--- src/rtl/fetch_pipelined_pkg.sv ---
// Shared fetch-path constants: instruction/pc widths, sequential pc step and
// the opcodes the predictor decodes.
package fetch_pipelined_pkg;
    localparam int INSTR_W = 32;
    localparam int PC_STEP = 4;

    localparam logic [6:0] OPC_JAL    = 7'b1101111;
    localparam logic [6:0] OPC_BRANCH = 7'b1100011;

    // Queue entry layout: {pc, instr_raw, is_jump_predicted, next_pc}
    localparam int PAYLOAD_W = 3 * INSTR_W + 1;
endpackage

--- src/rtl/fetch_pipelined_queue.sv ---
// Synchronous FIFO with flush for fetched instructions.
// Flush wins over a push in the same cycle. A pop on an empty queue is ignored.
module fetch_queue
    import fetch_pipelined_pkg::*;
#(
    parameter int DEPTH = 4,
    parameter int WIDTH = PAYLOAD_W
) (
    input  logic                     clk,
    input  logic                     rstn,
    input  logic                     i_flush,
    input  logic                     i_push,
    input  logic                     i_pop,
    input  logic [WIDTH-1:0]         i_data,
    output logic [WIDTH-1:0]         o_data,
    output logic [$clog2(DEPTH):0]   o_count,
    output logic                     o_empty
);
    localparam int AW = $clog2(DEPTH);

    logic [WIDTH-1:0] r_mem [DEPTH];
    logic [AW-1:0]    r_wr_ptr;
    logic [AW-1:0]    r_rd_ptr;
    logic [AW:0]      r_count;
    logic             w_full;
    logic             w_do_push;
    logic             w_do_pop;

    assign o_empty   = (r_count == '0);
    assign w_full    = (r_count == (AW+1)'(DEPTH));
    assign w_do_pop  = i_pop && !o_empty;
    assign w_do_push = i_push && (!w_full || w_do_pop);
    assign o_data    = r_mem[r_rd_ptr];
    assign o_count   = r_count;

    always_ff @(posedge clk) begin
        if (!rstn) begin
            r_wr_ptr <= '0;
            r_rd_ptr <= '0;
            r_count  <= '0;
            // Cleared so the head payload reads as zero out of reset.
            for (int i = 0; i < DEPTH; i++) r_mem[i] <= '0;
        end else if (i_flush) begin
            r_wr_ptr <= '0;
            r_rd_ptr <= '0;
            r_count  <= '0;
        end else begin
            if (w_do_push) begin
                r_mem[r_wr_ptr] <= i_data;
                r_wr_ptr        <= r_wr_ptr + AW'(1);
            end
            if (w_do_pop) r_rd_ptr <= r_rd_ptr + AW'(1);
            r_count <= r_count + (AW+1)'(w_do_push) - (AW+1)'(w_do_pop);
        end
    end
endmodule

--- src/rtl/predictor.sv ---
// Static predictor on a fetched word.
// JAL is always taken. A conditional branch is taken when it points backwards.
module predictor
    import fetch_pipelined_pkg::*;
(
    input  logic [INSTR_W-1:0] i_instr_raw,
    input  logic [INSTR_W-1:0] i_current_pc,
    output logic               o_is_jump_predicted,
    output logic [INSTR_W-1:0] o_next_pc
);
    logic [INSTR_W-1:0] w_j_imm;
    logic [INSTR_W-1:0] w_b_imm;

    assign w_j_imm = {{12{i_instr_raw[31]}}, i_instr_raw[19:12], i_instr_raw[20],
                      i_instr_raw[30:21], 1'b0};
    assign w_b_imm = {{20{i_instr_raw[31]}}, i_instr_raw[7], i_instr_raw[30:25],
                      i_instr_raw[11:8], 1'b0};

    always_comb begin
        o_is_jump_predicted = 1'b0;
        o_next_pc           = i_current_pc + INSTR_W'(PC_STEP);
        if (i_instr_raw[6:0] == OPC_JAL) begin
            o_is_jump_predicted = 1'b1;
            o_next_pc           = i_current_pc + w_j_imm;
        end else if (i_instr_raw[6:0] == OPC_BRANCH && i_instr_raw[31]) begin
            o_is_jump_predicted = 1'b1;
            o_next_pc           = i_current_pc + w_b_imm;
        end
    end
endmodule

--- src/rtl/fetch_pipelined.sv ---
// Pipelined instruction fetch: one ROM request per cycle, tag pipe aligned with
// the ROM latency, predictor on returning words, and a flushable output queue.
module fetch_pipelined
    import fetch_pipelined_pkg::*;
#(
    parameter logic [31:0] RESET_PC    = 32'h0,
    parameter int          ROM_LATENCY = 2,
    parameter int          QUEUE_DEPTH = 4
) (
    input  logic               clk,
    input  logic               rstn,
    input  logic               i_redirect,
    input  logic [31:0]        i_redirect_pc,
    output logic [31:0]        o_rom_addr,
    input  logic [INSTR_W-1:0] i_rom_data,
    output logic               o_out_valid,
    input  logic               i_out_ready,
    output logic [31:0]        o_out_pc,
    output logic [INSTR_W-1:0] o_out_instr_raw,
    output logic               o_out_is_jump_predicted,
    output logic [31:0]        o_out_next_pc
);
    localparam int CW = $clog2(QUEUE_DEPTH) + 1;

    logic [31:0]                   r_fetch_pc;
    logic [ROM_LATENCY:1]          r_tag_v;
    logic [ROM_LATENCY:1][31:0]    r_tag_pc;

    logic                 w_ret_valid;
    logic [31:0]          w_ret_pc;
    logic                 w_pred_taken;
    logic [31:0]          w_pred_next;
    logic                 w_jump;
    logic                 w_kill_pipe;
    logic [31:0]          w_inflight;
    logic [31:0]          w_total;
    logic                 w_issue;
    logic                 w_push;
    logic [CW-1:0]        w_q_count;
    logic                 w_q_empty;
    logic [PAYLOAD_W-1:0] w_push_data;
    logic [PAYLOAD_W-1:0] w_head;

    assign w_ret_valid = r_tag_v[ROM_LATENCY];
    assign w_ret_pc    = r_tag_pc[ROM_LATENCY];

    predictor u_pred (
        .i_instr_raw        (i_rom_data),
        .i_current_pc       (w_ret_pc),
        .o_is_jump_predicted(w_pred_taken),
        .o_next_pc          (w_pred_next)
    );

    assign w_jump      = w_ret_valid && w_pred_taken;
    assign w_kill_pipe = i_redirect || w_jump;

    always_comb begin
        w_inflight = '0;
        for (int k = 1; k <= ROM_LATENCY; k++) w_inflight = w_inflight + 32'(r_tag_v[k]);
    end

    // Occupancy is taken before this cycle's pop, so a pop only frees a slot
    // for the following cycle and the queue can never be oversubscribed.
    assign w_total = 32'(w_q_count) + w_inflight;
    assign w_issue = (w_total < 32'(QUEUE_DEPTH)) && !w_kill_pipe;
    assign w_push  = w_ret_valid && !i_redirect;

    always_ff @(posedge clk) begin
        if (!rstn) begin
            r_fetch_pc <= RESET_PC;
        end else if (i_redirect) begin
            r_fetch_pc <= i_redirect_pc;
        end else if (w_jump) begin
            r_fetch_pc <= w_pred_next;
        end else if (w_issue) begin
            r_fetch_pc <= r_fetch_pc + 32'(PC_STEP);
        end
    end

    always_ff @(posedge clk) begin
        if (!rstn) begin
            r_tag_v  <= '0;
            r_tag_pc <= '0;
        end else begin
            if (w_kill_pipe) begin
                r_tag_v <= '0;
            end else begin
                r_tag_v[1] <= w_issue;
                for (int k = 2; k <= ROM_LATENCY; k++) r_tag_v[k] <= r_tag_v[k-1];
            end
            r_tag_pc[1] <= r_fetch_pc;
            for (int k = 2; k <= ROM_LATENCY; k++) r_tag_pc[k] <= r_tag_pc[k-1];
        end
    end

    assign w_push_data = {w_ret_pc, i_rom_data, w_pred_taken, w_pred_next};

    fetch_queue #(
        .DEPTH(QUEUE_DEPTH),
        .WIDTH(PAYLOAD_W)
    ) u_queue (
        .clk    (clk),
        .rstn   (rstn),
        .i_flush(i_redirect),
        .i_push (w_push),
        .i_pop  (i_out_ready),
        .i_data (w_push_data),
        .o_data (w_head),
        .o_count(w_q_count),
        .o_empty(w_q_empty)
    );

    assign o_rom_addr  = r_fetch_pc;
    assign o_out_valid = !w_q_empty;
    assign {o_out_pc, o_out_instr_raw, o_out_is_jump_predicted, o_out_next_pc} = w_head;
endmodule

--- config.mk ---
export PLATFORM = sky130hd
export DESIGN_NAME = fetch_pipelined
export DESIGN_NICKNAME = d
export VERILOG_FILES = /design/src/rtl/fetch_pipelined_pkg.sv /design/src/rtl/fetch_pipelined_queue.sv /design/src/rtl/predictor.sv /design/src/rtl/fetch_pipelined.sv
export SDC_FILE = /design/constraint.sdc
export NUM_CORES = 1
export LEC_CHECK = 0
export CAP_MARGIN = 30
export CORE_MARGIN = 2
export CORE_UTILIZATION = 53
export DETAILED_ROUTE_END_ITERATION = 7
export PLACE_DENSITY = 0.85
export SYNTH_ARGS = -nofsm -noshare
export SYNTH_HDL_FRONTEND = slang
export SYNTH_SLANG_ARGS = --single-unit
--- constraint.sdc ---
create_clock -name clk -period 5.9 [get_ports clk]
set_clock_uncertainty 0.1 [all_clocks]
set_input_delay 1.475 -clock clk [delete_from_list [all_inputs] [get_ports clk]]
set_output_delay 1.475 -clock clk [all_outputs]
set_load 0.02 [all_outputs]
* Word-level counts from Yosys, hierarchy flattened
Memories as Yosys holds them, arrays and structs flattened. A register that Yosys moved wholly into a read port is not among the register bits.
Cells that the tools add are included.
** Operators by class
- Add/subtract/negate cells :: 10
- $lt $le $gt $ge :: 1
- Equality and inequality tests :: 3
- Mux-type cells :: 17
- Bitwise logic cells :: 1
- Reduce and logical (&&, ||, !) cells :: 17
** Operators by type and width (count)
- $mux 32 :: 5
- $mux 97 :: 1
- $reduce_or 97->1 :: 1
- $add 32x3->32 const B :: 2
- $add 32x32->32 :: 2
- $eq 7x7->1 const B :: 2
- $mux 1 :: 8
- $logic_and 1x1->1 :: 6
- $mux 2 :: 3
- $add 2x1->2 const B :: 2
- $add 3x2->4 :: 1
- $logic_not 1->1 :: 4
- $lt 4x3->1 const B :: 1
- $reduce_or 2->1 :: 2
- $add 3x1->3 :: 1
- $eq 3x3->1 const B :: 1
- $logic_not 3->1 :: 1
- $reduce_bool 3->1 :: 1
- $sub 3x1->3 :: 1
- $add 1x1->2 :: 1
- $logic_or 1x1->1 :: 2
- $not 1->1 :: 1
** Word-level totals
- Register bits :: 105
- Memory bits (writable) :: 388
- Bits of input ports :: 68
- Word-level logic and storage cells :: 57
- Memories :: 1
** Memories
- u_queue.r_mem :: depth 4, width 97, rd ports 1, clocked after Yosys merged registers in 1, wr ports 4, RTL line fetch_pipelined_queue.sv:21 : logic [WIDTH-1:0] r_mem [DEPTH];

* Depth between registers and ports, before layout
- Depth in word-level cells :: 11
- Depth in mapped cells :: 12

* Modules after synthesis
From an unflattened synthesis, not the netlist that was laid out.
** Unflattened totals
- Cells, all modules :: 2062
- Area, all modules :: 25285.5 um2
** By module, submodules not included
- fetch_queue :: instances 1, cells each 998, area an instance 17137.7 um2, seq. area each 11831.3 um2
- fetch_pipelined :: instances 1, cells each 465, area an instance 4152.7 um2, seq. area each 1961.9 um2
- predictor :: instances 1, cells each 599, area an instance 3995.1 um2, seq. area each 0.0 um2

* Worst setup path before layout
Ideal clock, no wire load.
- Path type :: input port to flip-flop
- Start point :: input port i_out_ready
- End point :: memory u_queue.r_mem[0][0] (netlist name) (enable)
- Setup time :: 0.899 ns
- Arrival time :: 4.720 ns
- Required time :: 4.901 ns
- Setup slack :: 0.181 ns
- Cell stages on the path :: 6
- Buffers on the path :: 2
- Path through :: o41ai_1 > nand2b_1 > or3_1 > clkbuf_1 > clkbuf_1 > nand2_1
** RTL lines
- start: declaration :: RTL line fetch_pipelined.sv:17 : input logic i_out_ready,
- end: declaration :: RTL line fetch_pipelined_queue.sv:21

==> out/summary.txt <==
Most frequent cells in the layout: edfxtp_1 (384), and2_1 (272), nor2_1 (253)
Diodes inserted: 0
Mean post-synth cell area: 12.0 sq um
Max Buffers Root-to-Sink: 3
Async SR Flop Fraction: 0%
Sequential share of the synthesized area: 56.1%
Row Count: 78
DRT Pass-1 Iters: 5
EDFF count, synth: 384
Core area: 45400 sq um
Synth Net Count: 2153
Grt total ovfl: 0
Antenna Nets Post-Route: 0
Top cell by count, worst path: nor2_1
Status: completed
Dpl cell area: 27200 sq um
Share of cells above drive strength 1: 12.4%
Routed WL: 72000 microns
Share of the synthesized area in the top cell type: 47.3%
Worst R2R End: u_queue.r_mem[2][23]$_SDFFCE_PN0P_
Postcts setup bufs: 0
Port-buffer cells: 197
Maximum vdd drop: 0.193 mV
Startpoint Class: primary input
Initial drt markers: 1973
Final Cell Area: 28800 sq um
Worst Hold Path Cells: 1
Post-layout min period: 4.79 ns
Commonest non-fill, non-tap cell in the layout: edfxtp_1
CP bufs+invs: 1
Initial Util: 53.7%
NumNets Final: 2338
Hold WC Path Type: flip-flop to flip-flop
Clk root buf: clkbuf_16
Cts bufs inserted: 49
Cell family with most CP delay: compound AO/OA/AOI/OAI gates
Vias: 17800
Gpl congestion: 0.977
Drt drc: 0
Largest net degree at the start of global routing: 97
# IOs: 198
R2r startpoint: w_ret_pc[9]$_SDFF_PN0_
Vias/cell: 6.21
Die W: 218 microns
Kind of critical path: primary input to flip-flop
Hold Vio Cnt, Final: 0
Hold endpoint: w_ret_pc[27]$_SDFF_PN0_
Final TNS setup: 0 ns
WP data arrival: 5.00 ns
Max-slew violation count: 0
Setup crit end kind: flip-flop
Max incr delay on CP: 0.58 ns
Avg WL per Cell: 25.2 microns
CP max FO: 8
Clock Sinks: 491
CP cell instances: clkdlybuf4s50_1 -> ha_1 -> a21oi_2 -> nor2_1 -> a2111oi_2 -> a211oi_1 -> o31a_1 -> o32ai_1 -> nor2_1 -> a31oi_1 -> nor3_1
Antenna violations before repair: 0
CTS HTree Levels: 2
Detail Placement HPWL: 48300 microns
Unrepaired setup endpoints after global routing: false
Area leader, netlist: edfxtp_1
Period utilisation layout: 81.2%
CTS tree: yes
Die Ht: 218 microns
Filler cells: 3375
Synth warn: 0
Number of global-route vias before repair: 17600
Power Dens Cells: 263 nW/um^2
First-pass GRT wire length: 109000 microns
R2r setup slk: 1.89 ns
Synth Register Bits: 491
F_max: 209 MHz
Leak pwr: 10.3 nW
Layout area overhead: 18.1%
Critical path required time: 6.11 ns
Min-delay src: r_tag_pc[27]$_SDFF_PN0_
Cell at the slowest stage of the critical path: a2111oi_2
Slew margin rel.: 27.6%
Cts hold-fix bufs: 0
Setup violators final: 0
Post-synthesis cell type count: 88
Worst Tran Pin Value: 1.07 ns
Area contributors post-synth: edfxtp_1 (47%), mux4_2 (8.9%), dfxtp_1 (8.8%)
Synth Flop Type: edfxtp_1
Total global routing track utilization: 30.5%
Worst-path clk slew: 0.06 ns
Reg2Reg Depth: 10
Clock Latency Late Sink: 0.59 ns
Die Footprint: 47700 sq um
Max-cap violations: 0
Mapped cell area: 24400 sq um
Cells after Synth: 2033
Post-cts sizing count: 0
-- per-layer routing --
| metal | track usage (%) | vias up | wire, microns |
|---|---|---|---|
| met1 | 42.9 | 8801 | 29100 |
| met2 | 48.6 | 969 | 33900 |
| met3 | 5.37 | 137 | 6770 |
| met4 | 9.68 | 0 | 2260 |
| met5 | 0 | - | 0 |
| li1 | - | 7859 | - |
-- where the power goes --
part           switching [W]  leakage [nW]  internal [W]  total [W]
clock network        0.00132         0.780       0.00171    0.00303
logic               0.000374          4.72      0.000266   0.000640
registers          0.0000754          4.84       0.00384    0.00391
total                0.00177          10.3       0.00582    0.00759
-- sequential cells by signal, summed over array words and instances, names as in the netlist, named ones only --
register,flops
o_rom_addr,32
r_tag_pc,32
r_tag_v,2
u_queue.o_count,3
u_queue.r_mem,384
u_queue.r_rd_ptr,2
u_queue.r_wr_ptr,2
w_ret_pc,32
-- synth_stat cells, types with 5 or more instances --
library cell    n
o21ai_0        63
mux2i_1         9
and4_1         12
and2_1        272
nand3_1        46
o221ai_1       15
a21o_1         19
o21a_1         14
o21bai_1        6
nor4_1          9
a221oi_1        5
o211ai_1       12
nor2_1        256
and3_1         16
or3_1           8
nand4_1        28
nor2b_1        10
clkbuf_1       97
edfxtp_1      384
xor2_1         35
buf_1          15
mux4_2         96
a21oi_1        66
ha_1           49
a22oi_1         7
buf_2          11
nor3_1         20
nand2_1       124
inv_1          36
xnor2_1        39
o31ai_1         5
a21boi_0        8
a31oi_1         9
nand2b_1       12
dfxtp_1       107
a211oi_1       11
o21ai_1         7
o22ai_1         8
-- metrics by stage --
step                      cells  hold WS, ns  setup WS (ns)  utilization (%)  total power [W]
after floorplan            2033        0.312          0.181                -          0.00431
after global placement     2766        0.314          0.684             60.0          0.00460
after detailed placement   2767        0.318          0.652             60.0          0.00461
after CTS                  2859        0.329           1.22             63.4          0.00761
after global routing       2859        0.332          0.903             63.4          0.00779
final                      2859        0.332           1.11             63.4          0.00759
-- worst max-delay path by stage --
| stage | slack, ns | from | end | depth (start not counted) |
|---|---|---|---|---|
| after floorplan | 0.18 | i_out_ready | u_queue.r_mem[0][0]$_SDFFCE_PN0P_ | 6 |
| after global placement | 0.68 | i_rom_data[31] | u_queue.r_mem[0][23]$_SDFFCE_PN0P_ | 10 |
| after detailed placement | 0.65 | i_rom_data[26] | u_queue.r_mem[0][23]$_SDFFCE_PN0P_ | 11 |
| after CTS | 1.22 | i_rom_data[26] | u_queue.r_mem[2][23]$_SDFFCE_PN0P_ | 11 |
| after global routing | 0.90 | i_rom_data[26] | u_queue.r_mem[2][23]$_SDFFCE_PN0P_ | 11 |
| final | 1.11 | i_rom_data[26] | u_queue.r_mem[2][23]$_SDFFCE_PN0P_ | 11 |
-- area by class of cell --
cell class	count	area (sq um)	share of cell area, %
Inverter	36	135	0.469
Sequential cell	491	13700	47.5
Clock buffer	68	1360	4.73
Multi-Input combinational cell	1376	10100	35.1
Clock inverter	24	191	0.665
Timing Repair Buffer	264	2580	8.95
Tap cell	600	751	2.61
-- cell families after synthesis --
| kind of cell | share of synthesized area, % |
|---|---|
| simple gates | 17.4 |
| xor+xnor | 2.66 |
| flops | 56.1 |
| buf+inv | 2.71 |
| compound gates | 9.15 |
| mux | 9.24 |
| fa+ha+maj | 2.76 |
No activity file was read; power rests on OpenSTA's default activity.
